**src/rtl/add_x1.sv**
```systemverilog
// Full adder with a combinational single-bit path and a bit-serial WIDTH-bit adder
// that accepts operand bits LSB first and assembles the sum, carry-out and overflow.
module add_x1 #(
    parameter int WIDTH = 64
) (
    input  logic             clk,
    input  logic             rst,
    input  logic             A,
    input  logic             B,
    input  logic             C,
    output logic             sum,
    output logic             carry,
    input  logic             ser_start,
    input  logic             ser_valid,
    output logic [WIDTH-1:0] ser_sum,
    output logic             ser_cout,
    output logic             ser_ovf,
    output logic             ser_busy,
    output logic             ser_done
);

    localparam int CW = $clog2(WIDTH);
    localparam logic [CW-1:0] LAST = CW'(WIDTH - 1);

    function automatic logic maj(input logic x, input logic y, input logic z);
        return (x & y) | (x & z) | (y & z);
    endfunction

    logic          cq;
    logic [CW-1:0] cnt;
    logic          bit_s;
    logic          cout_s;

    assign sum    = A ^ B ^ C;
    assign carry  = maj(A, B, C);

    assign bit_s  = A ^ B ^ cq;
    assign cout_s = maj(A, B, cq);

    always_ff @(posedge clk) begin
        if (rst) begin
            cq       <= 1'b0;
            cnt      <= '0;
            ser_sum  <= '0;
            ser_cout <= 1'b0;
            ser_ovf  <= 1'b0;
            ser_busy <= 1'b0;
            ser_done <= 1'b0;
        end else if (ser_start) begin
            cq       <= C;
            cnt      <= '0;
            ser_sum  <= '0;
            ser_cout <= 1'b0;
            ser_ovf  <= 1'b0;
            ser_busy <= 1'b1;
            ser_done <= 1'b0;
        end else if (ser_busy && ser_valid) begin
            // New bit enters at the MSB so the LSB-first stream ends up right-aligned
            ser_sum <= {bit_s, ser_sum[WIDTH-1:1]};
            cq      <= cout_s;
            cnt     <= cnt + CW'(1);
            if (cnt == LAST) begin
                ser_busy <= 1'b0;
                ser_done <= 1'b1;
                ser_cout <= cout_s;
                // cq still holds the carry into the MSB at this edge
                ser_ovf  <= cq ^ cout_s;
            end
        end
    end

endmodule

```
**config.mk**
```make
export PLATFORM = sky130hd
export DESIGN_NAME = add_x1
export DESIGN_NICKNAME = d
export VERILOG_FILES = /design/src/rtl/add_x1.sv
export SDC_FILE = /design/constraint.sdc
export NUM_CORES = 1
export LEC_CHECK = 0
export BUFFER_PORTS_ARGS = -buffer_cell sky130_fd_sc_hd__buf_2
export CORE_MARGIN = 5
export CORE_UTILIZATION = 50
export CTS_CLUSTER_SIZE = 12
export DETAILED_ROUTE_END_ITERATION = 12
export MAX_ROUTING_LAYER = met4
export PLACE_DENSITY_LB_ADDON = 0.1
export SKIP_LAST_GASP = 1
export SLEW_MARGIN = 20
export SYNTH_ARGS = -nofsm -noshare
export SYNTH_HDL_FRONTEND = slang
export SYNTH_SLANG_ARGS = --single-unit
```
**constraint.sdc**
```tcl
create_clock -name clk -period 1.9 [get_ports clk]
set_input_delay 0.19 -clock clk [delete_from_list [all_inputs] [get_ports clk]]
set_output_delay 0.19 -clock clk [all_outputs]
set_load 0.05 [all_outputs]
```
==> metrics.cfg, run 1 <==
[yosys]
synth_top_area_share_pct = 55.15
synth_mux_area_share_pct = 0.3676
synth.distinct_cells = 22
ys_seq_area_share_pct = 55.15
synthTopCellsByArea = dfxtp_1 55%, nand2_1 19%, a21oi_1 13%
ys_warn_count = 0
synth_compound_area_share_pct = 14.61
ys_seq_elements = 75
synth_area_um2 = 2723
avgSynthCellArea_um2 = 8.152
synth_top_family_by_area = simple AND/OR/NAND/NOR gates
synth_fa_ha_area_share_pct = 1.930
yosysTopAreaCell = dfxtp_1
postSynthCellCount = 334
synthSimpleGateAreaFrac_pct = 21.88
syn_nets = 344
synth-xor-area-share_pct = 0.9651

[clock_tree]
cts.sinks = 75
cts_root_buf = clkbuf_8
tritoncts = done
cts_buffers = 9
cts_buffer_depth = 2
postCtsSetupBuffers = 0
clk_pin_slew_ns = 0.07
ctsHtreeMaxLevel = 3
hold_buffers = 0
clk_latency_ns = 0.33
cts-resized-gates = 0

[worst_setup_path]
crit_fanout = 22
critical_path_class = reg -> reg
arrival_ns = 1.71
path_delay_family = simple AND/OR/NAND/NOR gates
slowest_stage = and2_2
path_cells = and2_2 -> buf_4 -> nand2_1 -> a21oi_1
cp-end-kind = flip-flop
cp-start-kind = flip-flop
critical_path_required_ns = 2.16
max_stage_delay_ns = 0.47
worst-path-buf-inv = 1

[pwr]
vdd_drop_max_mv = 0.5926
p_per_area_nw_per_um2 = 937.3
p_sw_uw = 669.0
clkPwrFrac_pct = 45.4
cellInternalPower_mw = 2.495
leakagePower_nw = 1.333
p_seq_share_pct = 49.9
p_comb_share_pct = 4.7
power.share.switching_pct = 21.15

[cells_and_area]
mostFrequentLayoutCell = nand2_1
layout_common_cells = 134 x nand2_1, 76 x buf_2, 75 x dfxtp_1
num-nets-final = 414
postLayoutCoreUtil_pct = 64.86
insertedDiodeCount = 0
syn_to_final_growth_pct = 23.99
fill_cells = 476
drive_gt1_share_pct = 25.18

[sta]
fmax_ghz = 0.6932
relSlewSlack_pct = 70.20
slew_violations = 0
finalHoldViolCount = 0
period_needed_ns = 1.443
period_share_pct = 75.92
worst_pin_slew_ns = 0.4469
tns_ns = 0
setup_viol = 0
fin_worst_skew_ns = 0.005147
hold_slack_ns = 0.06123
rsz0062_at_grt = no

[floorplan]
rows = 26
die_x_um = 83.79
die_y_um = 83.79
core_um2 = 5205
ioPinCount = 77
initial_core_util_pct = 52.31
die_area_um2 = 7021

[grt]
grt_overflow = 0
grt_pass1_wl_um = 9549
track_usage_pct = 16.79
antenna_found_initial = 0
grt_pass1_vias = 2169
grt_max_degree = 54

[drt]
drt-pass1-iter-count = 4
wirelength_um = 5614
avgViaCountPerCell = 4.916
drc = 0
drtAntennaViolNets = 0
initialDrtViolationCount = 96
via_count = 2355
wire_per_inst_um = 11.72

[placement]
gp_congestion = 0.7587
numPortBuffers = 76
dpl.hpwl_um = 3846

[min_path]
min_path_type = in -> reg

[outcome]
status = finished, final reports clean

[flow_run]
maxCapViolCount = 0

cell type report:
cell class                 instances  area [um2]  share of cell area, %
timing repair buffer              82       450.4                  13.34
clock inverter                     3       67.56                  2.001
multi-input combinational        235        1086                  32.17
tap                               70       87.58                  2.595
inverter                           1       3.754                 0.1112
sequential                        75        1501                  44.48
clock buffer                      13       178.9                  5.300
Yosys cell counts:
master,count
clkbuf_1,6
o21ai_0,5
o21a_1,1
buf_6,4
nand3_1,4
nand4_2,1
nor2_1,5
dfxtp_1,75
xnor2_1,2
or3_1,4
and2_1,1
buf_4,1
a21oi_1,70
or2_2,1
a311oi_2,1
nand2_1,135
mux2i_1,1
buf_2,12
fa_1,2
ha_1,1
xor2_1,1
inv_1,1
through the flow:
stage                     worst slack, ns  power [mW]  cells  instance area [um2]
after global placement             0.4804       1.767    463                 3129
after CTS                          0.4325       3.199    479                 3376
after detailed placement           0.4425       1.766    463                 3129
after floorplan                    0.3710       1.735    334                 2723
final                              0.4575       3.164    479                 3376
after global routing               0.2694       3.283    479                 3376
cells by family (layout without fill, tap and decap cells):
group / count (synthesis) / count (layout)
buf+inv: 24 / 99
simple gates: 151 / 151
fa+ha+maj: 3 / 3
mux: 1 / 1
compound gates: 77 / 77
flops: 75 / 75
xor+xnor: 3 / 3
registers in the layout, summed over array words and instances (netlist names):
name      flops
ser_cout      1
ser_busy      1
ser_sum      64
ser_done      1
cq            1
ser_ovf       1
cnt           6
worst register-to-register path, stage by stage (launching register included):
cell	delay [ns]
dfxtp_1	0.41
and2_2	0.47
buf_4	0.29
nand2_1	0.08
a21oi_1	0.13
routing by layer:
layer,vias to the layer above,wire length (um),GRT usage (%)
met5,-,0,-
met4,0,103,7.018
met3,10,341,4.442
met2,54,2503,26.83
met1,1074,2666,20.05
li1,1217,-,-
worst paths after layout:
kind	from	end	slack, ns	cells after the start
worst min-delay path	rst	cq	0.06	2
worst min register to register	ser_sum[0]	ser_sum[0]	0.46	2
worst max register to register	ser_busy	ser_sum[5]	0.46	4
worst max-delay path	ser_busy	ser_sum[5]	0.46	4
power by group through the flow:
stage / Combinational (mW) / Sequential (mW) / Clock, mW
floorplan: 0.112 / 1.62 / 0
global placement: 0.150 / 1.62 / 0
detailed placement: 0.149 / 1.62 / 0
CTS: 0.149 / 1.58 / 1.47
global route: 0.162 / 1.58 / 1.54
finish: 0.148 / 1.58 / 1.44
(Power assumes the default switching activity.)
==> run 2: changes to the inputs <==
==> constraint.sdc (replaced) <==
create_clock -name clk -period 1.5 [get_ports clk]
set_input_delay 0.15 -clock clk [delete_from_list [all_inputs] [get_ports clk]]
set_output_delay 0.15 -clock clk [all_outputs]
set_load 0.05 [all_outputs]
==> metrics.cfg, run 2 (synthesis gave the netlist of run 1 again) <==
[worst_setup_path]
r2r-start = cq
path_depth = 4
cp-end-kind = flip-flop
path_cells = fa_2 -> xnor2_1 -> or3_1 -> a21oi_1
critical_path_class = reg -> reg
path_delay_family = adder cells
arrival_ns = 1.65
critical_path_required_ns = 1.76
regToRegSetupSlack_ns = 0.12
slowest_stage = fa_2
crit_end = ser_ovf
max_stage_delay_ns = 0.38
worst-path-buf-inv = 0
rr_endpoint = ser_ovf
cp-startpoint = cq
crit_fanout = 3
rr_worst_depth = 4
cp-start-kind = flip-flop

[cells_and_area]
insertedDiodeCount = 0
layout_common_cells = 134 x nand2_1, 76 x buf_2, 74 x dfxtp_1
reg_top3 = ser_sum: 64 flops, cnt: 6 flops
multiInputGateArea_um2 = 1089
seq_area_um2 = 1503
stdcell_count = 481
fill_cells = 484
regMostFlops = ser_sum
largest_register_ffs = 64
mostFrequentLayoutCell = nand2_1
syn_to_final_growth_pct = 22.15
num-nets-final = 416
drive_gt1_share_pct = 26.03

[drt]
initialDrtViolationCount = 167
wirelength_um = 5583
avgViaCountPerCell = 4.921
drt-pass1-iter-count = 4
wire_per_inst_um = 11.61
via_count = 2367
drc = 0
drtAntennaViolNets = 0

[sta]
period_needed_ns = 1.385
fin_ws_ns = 0.1154
tns_ns = 0
fmax_ghz = 0.7223
rsz0062_at_grt = no
period_share_pct = 92.30
finalHoldViolCount = 0
slew_violations = 0
fin_worst_skew_ns = 0.01018
relSlewSlack_pct = 62.11
worst_pin_slew_ns = 0.5683
setup_viol = 0

[clock_tree]
tritoncts = done
cts.sinks = 75
cts_buffers = 9
clk_pin_slew_ns = 0.07
cts_root_buf = clkbuf_8
ctsHtreeMaxLevel = 3
cts_buffer_depth = 2
cts-resized-gates = 0
postCtsSetupBuffers = 0
hold_buffers = 0
clk_latency_ns = 0.34

[floorplan]
initial_core_util_pct = 52.31
rows = 26
die_y_um = 83.79
die_area_um2 = 7021
die_x_um = 83.79
core_um2 = 5205
ioPinCount = 77

[grt]
track_usage_pct = 17.00
antenna_found_initial = 0
grt_overflow = 0
grt_pass1_vias = 2196
grt_pass1_wl_um = 9756
grt_max_degree = 56

[pwr]
p_comb_share_pct = 5.2
power.share.switching_pct = 23.72
p_per_area_nw_per_um2 = 1106
p_sw_uw = 872.2
vdd_drop_max_mv = 0.5340
cellInternalPower_mw = 2.805
p_seq_share_pct = 54.4
leakagePower_nw = 1.314
clkPwrFrac_pct = 40.4

[placement]
dp.cells = 465
numPortBuffers = 76
dpl.hpwl_um = 3791
place_ws_ns = 0.08888
gp_congestion = 0.7078

[flow_run]
maxCapViolCount = 0

[outcome]
status = finished, final reports clean

[min_path]
min_path_type = in -> reg

run 2: cell count changes in the layout (fill, tap and decap cells not counted), sizes merged:
cell,delta
clkbuf,-4
clkinv,+4
buf,+2
bufinv,-1
inv,+1
run 2: metrics by stage:
step	total power [mW]	cell area, um2	hold slack [ns]	util, %
3_3_place_gp	2.238	3133	0.3604	60.19
3_5_place_dp	2.240	3133	0.3630	60.19
6_report	3.677	3326	0.01954	63.89
4_1_cts	3.722	3323	0.005630	63.85
2_1_floorplan	2.198	2724	0.2117	-
5_1_grt	3.860	3326	0.03208	63.89
run 2: final cells by class:
type	instances	area share, %
timing repair buffer	84	13.62
clock buffer	9	3.725
tap	70	2.634
inverter	1	0.1129
clock inverter	7	1.994
sequential	75	45.18
multi-input combinational	235	32.73
run 2: how the worst min path moves through the flow:
stage | from | endpoint | slack [ns] | cells after the start
3_3_place_gp | rst | ser_busy | 0.36 | 2
3_5_place_dp | rst | ser_busy | 0.36 | 2
2_1_floorplan | rst | ser_busy | 0.21 | 1
4_1_cts | rst | ser_busy | 0.006 | 2
5_1_grt | rst | ser_busy | 0.03 | 2
6_report | rst | ser_busy | 0.02 | 2
run 2: power by group through the flow:
stage | clock [mW] | combinational, mW | sequential, mW
3_5_place_dp | 0 | 0.191 | 2.05
4_1_cts | 1.53 | 0.191 | 2.00
2_1_floorplan | 0 | 0.141 | 2.06
3_3_place_gp | 0 | 0.190 | 2.05
6_report | 1.48 | 0.191 | 2.00
5_1_grt | 1.65 | 0.207 | 2.00
run 2: per-layer routing:
layer	GRT usage [%]	share of wire (%)
met5	-	0
met3	4.047	5.4
met1	21.40	48
met4	8.187	2.1
met2	25.67	44
